File: config.mk
export PLATFORM = sky130hd
export DESIGN_NAME = decode_execute_core
export DESIGN_NICKNAME = d
export VERILOG_FILES = /design/src/rtl/decode_execute_core.sv
export SDC_FILE = /design/constraint.sdc
export NUM_CORES = 2
export LEC_CHECK = 0
export ABC_CLOCK_PERIOD_IN_PS = 15500
export CAP_MARGIN = 30
export CORE_ASPECT_RATIO = 0.75
export CORE_MARGIN = 2
export CORE_UTILIZATION = 45
export DETAILED_ROUTE_END_ITERATION = 8
export SYNTH_ARGS = -nofsm -noshare
export SYNTH_HDL_FRONTEND = slang
export SYNTH_SLANG_ARGS = --single-unit
File: constraint.sdc
create_clock -name clk -period 15.5 [get_ports clk]
set_clock_uncertainty 0.15 [all_clocks]
set_input_delay 2.325 -clock clk [delete_from_list [all_inputs] [get_ports clk]]
set_output_delay 2.325 -clock clk [all_outputs]
set_load 0.1 [all_outputs]
File: src/rtl/decode_execute_core.sv
// ID/EX slice of a five-stage MIPS pipeline: register file, field extraction,
// ALU with MEM->EX forwarding, branch-target adder and the EX/MEM register.
module decode_execute_core (
    input  logic        clk,
    input  logic        rst,
    input  logic [31:0] instr_id,
    input  logic        wb_reg_write,
    input  logic [4:0]  wb_dst,
    input  logic [31:0] wb_data,
    output logic [31:0] id_rs_data,
    output logic [31:0] id_rt_data,
    output logic [31:0] id_imm,
    output logic [4:0]  id_rs,
    output logic [4:0]  id_rt,
    output logic [4:0]  id_rd,
    input  logic [31:0] ex_pc,
    input  logic [31:0] ex_rs_data,
    input  logic [31:0] ex_rt_data,
    input  logic [31:0] ex_imm,
    input  logic        ex_alu_src,
    input  logic [1:0]  ex_alu_op,
    input  logic [4:0]  ex_dst,
    input  logic        ex_branch,
    input  logic        ex_wb,
    input  logic        fwd_a,
    input  logic        fwd_b,
    output logic [31:0] mem_branch_target,
    output logic [31:0] mem_alu_result,
    output logic        mem_zero,
    output logic [4:0]  mem_dst,
    output logic        mem_branch,
    output logic        mem_wb
);

    localparam logic [1:0] ALU_ADD   = 2'b00;
    localparam logic [1:0] ALU_SUB   = 2'b01;
    localparam logic [1:0] ALU_FUNCT = 2'b10;
    localparam logic [1:0] ALU_OR    = 2'b11;

    localparam logic [5:0] FN_ADD = 6'h20;
    localparam logic [5:0] FN_SUB = 6'h22;
    localparam logic [5:0] FN_AND = 6'h24;
    localparam logic [5:0] FN_OR  = 6'h25;
    localparam logic [5:0] FN_SLT = 6'h2A;

    logic [31:0] regs_r [32];

    logic        wb_active_s;
    logic [31:0] op_a_s;
    logic [31:0] op_bf_s;
    logic [31:0] op_b_s;
    logic [31:0] alu_result_s;
    logic [31:0] branch_target_s;
    logic        zero_s;

    // Register file may be read for the register being written this cycle.
    function automatic logic [31:0] read_port(
        input logic [4:0]  addr,
        input logic        wr_en,
        input logic [4:0]  wr_addr,
        input logic [31:0] wr_data,
        input logic [31:0] stored
    );
        logic [31:0] val;
        if (addr == 5'd0) begin
            val = 32'd0;
        end else if (wr_en && (wr_addr == addr)) begin
            val = wr_data;
        end else begin
            val = stored;
        end
        return val;
    endfunction

    // Signed set-less-than, result 1 or 0.
    function automatic logic [31:0] slt32(input logic [31:0] a, input logic [31:0] b);
        logic [31:0] r;
        if ($signed(a) < $signed(b)) begin
            r = 32'd1;
        end else begin
            r = 32'd0;
        end
        return r;
    endfunction

    assign wb_active_s = wb_reg_write && (wb_dst != 5'd0);

    // Register file storage: reset preloads register i with i; reset beats writes.
    always_ff @(posedge clk) begin
        if (rst) begin
            for (int i = 0; i < 32; i++) begin
                regs_r[i] <= 32'(i);
            end
        end else if (wb_active_s) begin
            regs_r[wb_dst] <= wb_data;
        end
    end

    // ID-stage field extraction and register reads.
    always_comb begin
        id_rs      = instr_id[25:21];
        id_rt      = instr_id[20:16];
        id_rd      = instr_id[15:11];
        id_imm     = {{16{instr_id[15]}}, instr_id[15:0]};
        id_rs_data = read_port(instr_id[25:21], wb_active_s, wb_dst, wb_data,
                               regs_r[instr_id[25:21]]);
        id_rt_data = read_port(instr_id[20:16], wb_active_s, wb_dst, wb_data,
                               regs_r[instr_id[20:16]]);
    end

    // Operand selection with forwarding from the EX/MEM register.
    always_comb begin
        if (fwd_a) begin
            op_a_s = mem_alu_result;
        end else begin
            op_a_s = ex_rs_data;
        end
        if (fwd_b) begin
            op_bf_s = mem_alu_result;
        end else begin
            op_bf_s = ex_rt_data;
        end
        if (ex_alu_src) begin
            op_b_s = ex_imm;
        end else begin
            op_b_s = op_bf_s;
        end
    end

    // ALU; for R-type the funct field lives in the low bits of the immediate.
    always_comb begin
        alu_result_s = 32'd0;
        case (ex_alu_op)
            ALU_ADD: alu_result_s = op_a_s + op_b_s;
            ALU_SUB: alu_result_s = op_a_s - op_b_s;
            ALU_OR:  alu_result_s = op_a_s | op_b_s;
            ALU_FUNCT: begin
                case (ex_imm[5:0])
                    FN_ADD:  alu_result_s = op_a_s + op_b_s;
                    FN_SUB:  alu_result_s = op_a_s - op_b_s;
                    FN_AND:  alu_result_s = op_a_s & op_b_s;
                    FN_OR:   alu_result_s = op_a_s | op_b_s;
                    FN_SLT:  alu_result_s = slt32(op_a_s, op_b_s);
                    default: alu_result_s = 32'd0;
                endcase
            end
            default: alu_result_s = 32'd0;
        endcase
    end

    assign zero_s          = (alu_result_s == 32'd0);
    assign branch_target_s = ex_pc + {ex_imm[29:0], 2'b00};

    // EX/MEM pipeline register, captured every edge.
    always_ff @(posedge clk) begin
        if (rst) begin
            mem_branch_target <= 32'd0;
            mem_alu_result    <= 32'd0;
            mem_zero          <= 1'b0;
            mem_dst           <= 5'd0;
            mem_branch        <= 1'b0;
            mem_wb            <= 1'b0;
        end else begin
            mem_branch_target <= branch_target_s;
            mem_alu_result    <= alu_result_s;
            mem_zero          <= zero_s;
            mem_dst           <= ex_dst;
            mem_branch        <= ex_branch;
            mem_wb            <= ex_wb;
        end
    end

endmodule

Yosys cells after proc, flatten, opt, wreduce, memory -nomap -nowiden
Memories as Yosys holds them, arrays and structs flattened.
Index checks and enable logic that the tools add are counted.

storage, ports and cells
  bits in registers = 72
  bits in latches = 0
  memory bits (writable) = 1024
  memory bits (read-only) = 0
  bits of input ports = 212
  memories kept = 1

memory list
  memory  depth  width  rd ports  clocked after Yosys merged registers in  wr ports  RTL line  source
  regs_r  32     32     2         0                                        32        46        logic [31:0] regs_r [32];

cells by class
  add/subtract/negate cells = 3
  multiply operators = 0
  div/mod/pow operators = 0
  $lt $le $gt $ge = 1
  eq/ne operators = 10
  shift-type cells = 0
  multiplexer cells = 18
  bitwise gates (word level) = 2
  reductions and logical operators = 9

operator list
  operator            number
  $mux 32             8
  $pmux 32 s5         1
  $pmux 32 s4         1
  $add 32x32->32      2
  $and 32x32->32      1
  $logic_not 32->1    1
  $lt 32x32->1        1
  $or 32x32->32       1
  $reduce_or 32->1    1
  $sub 32x32->32      1
  $eq 6x6->1 const B  5
  $eq 5x5->1          2
  $logic_not 5->1     2
  $mux 1              7
  $mux 5              1
  $reduce_bool 5->1   1
  $eq 2x2->1 const B  2
  $logic_and 1x1->1   3
  $eq 2x1->1 const B  1
  $logic_not 2->1     1

Longest topological paths before layout
  depth in word-level cells = 7
  mapped depth = 19

Worst setup path after synthesis
OpenSTA, ideal clock, no wires.

  path kind = input to output
  from = input port instr_id[16]
  to = output port id_rt_data[10]
  arrival time = 6.593 ns
  path slack = 6.432 ns
  cell stages on the path = 9
  path buffers = 5
  cells stage by stage = clkbuf_1 -> clkbuf_1 -> buf_1 -> buf_2 -> xnor2_1 -> nand3_1 -> clkbuf_1 -> nor2_1 -> a211oi_1

between the ends
  cells in the longest elaborated chain, start to end = 4

ends and longest elaborated chain
  element                                                RTL line  source
  from (decl)                                            6         input logic [31:0] instr_id,
  branches (longest 3 deep; another with $mem_v2 32x32)  --
  $mux 32 (*)                                            65        if (addr == 5'd0) begin
  to (decl)                                              11        output logic [31:0] id_rt_data,

Mark *: on every way between the ends.

Worst setup path in the final report
  from = input port instr_id[21]
  to = output port id_rs_data[0]

between the ends
  cells in the longest elaborated chain, start to end = 4

ends and longest elaborated chain
  element                                                RTL line  source
  branches (longest 3 deep; another with $mem_v2 32x32)  --
  $mux 32 (*)                                            65
  to (decl)                                              10        output logic [31:0] id_rs_data,

Marked as above.

==> reports/results.ini <==
[timing]
setup_tns_ns=0
hold_viol_final=0
drv_slew=0
grt_setup_unrepaired=no
slew_headroom=0.2848
hold_ws_ns=0.8665
setup_violations=0
period_needed_ns=9.678
clock.fmax_ghz=0.1033
finalWorstSetupSlack_ns=5.822
period_share=0.6244
worst_pin_slew_ns=1.072

[logic_synthesis]
synthFlopType=edfxtp_1
synthArstFlopShare=0
yosysTopAreaCell=edfxtp_1
synth-edff-count=1024
yosysSeqAreaShare=0.4948
yosysUniqueCellTypes=102
synth_cells=4805
ys_warn_count=0
synth_area_um2=65050
postSynthAreaPerCell_um2=13.54
synth_top_area_frac=0.4727
ys_top_cells_by_area=edfxtp_1, mux4_2, and2_1, ha_1, mux2i_1
ys_ff_latch=1096

[global_route]
grt_max_degree=96
globalRouteTotalUtil=0.3070
grt_overflow=0
grt_pass1_wl_um=322000
grt_pass1_vias=43030
antenna_found_initial=26

[routing]
routed_via_density=6.450
first_pass_iters=6
postRouteAntennaNets=0
vias=44530
avgRoutedWirePerCell_um=33.26
routed_wl_um=229700
drc=0
dr.first_iter.drc_count=6891

[floorplan]
die_area_um2=147700
die_w_um=443.0
rows=120
core_um2=143100
floorplan.initialDensity=0.4547
die_h_um=333.3
io_pins=395

[worst_setup_path]
startpoint=instr_id[21]
r2r_cells=18
cp_data_required_time_ns=13.03
reg2reg_to=mem_zero
crit_fanout=66
r2r-start=mem_alu_result[0]
critical_path_class=in -> out
crit_path_end_kind=output port
arrival_ns=7.20
ff2ff_setup_slack_ns=10.26
cp-start-kind=primary input

[placed_design]
dp_hpwl_um=135000
dp_worst_setup_slack_ns=5.731
dpl_cell_area_um2=70400
gp_congestion=0.9256
port_buffers=335

[cts]
cts_buffer_depth=3
cts_buffers=114
hold_buffers=0
cts_htree_levels=3
cts_tree=yes
insertion_delay_ns=0.75
clock_sinks=1096
cts.clk_slew.worst_paths_ns=0.06
cts-root-buf=clkbuf_16
cts_setup_buffers=0
cts.repair.resized=0

[power_and_ir_drop]
power_density_nw_per_um2=112.4
ir_worst_vdd_uv=99.05
p_leak_nw=25.91
power.total_w=0.008332

[hold_path]
holdCritPathClass=reg -> reg
min_to=mem_alu_result[20]
hp-start=mem_alu_result[20]
holdPathStages=4

[final_layout]
drive_gt1_frac=0.2096
postLayoutCellArea_um2=74130
fillCellCount=11910
syn_to_final_growth_pct=13.94
final_nets=5252

[run_status]
status=completed

[flow_run]
maxCapViolCount=0

## where the power goes
group	internal, W	switching, W
logic	0.000733	0.00134
registers	0.00341	0.0000920
clock network	0.00151	0.00124
## flip-flops by register name, indices dropped and copies added, names as in the netlist
signal and flops:
mem_branch_target 32, mem_alu_result 32, mem_dst 5, regs_r 1024, mem_wb 1, mem_branch 1, mem_zero 1
## layout make-up
cell class                      count  area, um^2  area share
Sequential cell                  1096       32190      0.4343
Clock buffer                      137        2939     0.03965
Antenna cell                       13       32.53   0.0004389
Multi-Input combinational cell   3120       30730      0.4145
Inverter                          103       386.6    0.005216
Tap cell                         1891        2366     0.03192
Timing Repair Buffer              477        4856     0.06551
Clock inverter                     67       629.4    0.008490
## worst max-delay path: stages
cell and delay, ns:
buf_8 0.56, buf_4 0.76, buf_4 0.72, mux4_2 0.38
mux4_2 0.30, mux2i_1 0.09, a211oi_1 0.62, clkdlybuf4s50_1 1.26
## stage by stage
step	cells	util
5_1_grt	6900	0.5180
6_report	6904	0.5180
3_5_place_dp	6681	0.4920
2_1_floorplan	4836	-
4_1_cts	6885	0.5170
3_3_place_gp	6659	0.4887
## metal layers
layer	track usage	vias up	part of all wire
met4	0.08758	2	0.029
met2	0.4361	2848	0.43
met1	0.4542	22930	0.41
li1	-	18390	-
met3	0.09277	364	0.13
met5	0	-	0.000083
## how the worst max path moves through the flow
stage | slack (ns) | depth (start not counted) | end
2_1_floorplan | 6.43 | 9 | id_rt_data[10]
3_3_place_gp | 5.71 | 8 | id_rs_data[7]
3_5_place_dp | 5.73 | 8 | id_rs_data[7]
4_1_cts | 5.71 | 8 | id_rs_data[7]
5_1_grt | 5.53 | 10 | id_rt_data[30]
6_report | 5.82 | 8 | id_rs_data[0]
## synthesized netlist by cell type, types with 19 or more instances
| library cell | n |
|---|---|
| mux2_2 | 34 |
| dfxtp_1 | 72 |
| a21oi_1 | 128 |
| or3_1 | 90 |
| o21ai_0 | 56 |
| nor2b_1 | 57 |
| and2_1 | 920 |
| or2_2 | 40 |
| mux2i_1 | 147 |
| xnor2_1 | 41 |
| a21o_1 | 19 |
| a211oi_1 | 120 |
| xor2_1 | 24 |
| ha_1 | 125 |
| nand2_1 | 101 |
| o21a_1 | 43 |
| nand3_1 | 23 |
| edfxtp_1 | 1024 |
| clkbuf_1 | 378 |
| mux4_2 | 599 |
| inv_1 | 101 |
| buf_1 | 74 |
| nor2_1 | 249 |
| buf_4 | 47 |
| nor3_1 | 28 |
## layout by cell type (no fill, tap or decap), types with 28 or more instances in the layout
cell type	count
edfxtp_1	1024
and2_1	920
mux4_2	599
clkdlybuf4s50_1	321
nor2_1	216
mux2i_1	147
a21oi_1	128
ha_1	125
a211oi_1	120
clkbuf_16	116
buf_4	113
inv_1	101
nand2_1	101
or3_1	90
dfxtp_1	72
nor2b_1	57
o21ai_0	56
o21a_1	43
xnor2_1	41
or2_2	40
mux2_2	34
nor2_4	33
conb_1	32
nor3_1	28
## logic make-up after synthesis
kind of cell / count (synthesis) / synth area share
fa+ha+maj: 128 / 0.02496
compound gates: 521 / 0.05608
other cells: 1 / 0.00005764
simple gates: 1593 / 0.1403
buf+inv: 620 / 0.03893
mux: 781 / 0.2360
flops: 1096 / 0.4948
xor+xnor: 65 / 0.008751
No activity file was read; power rests on OpenSTA's default activity.
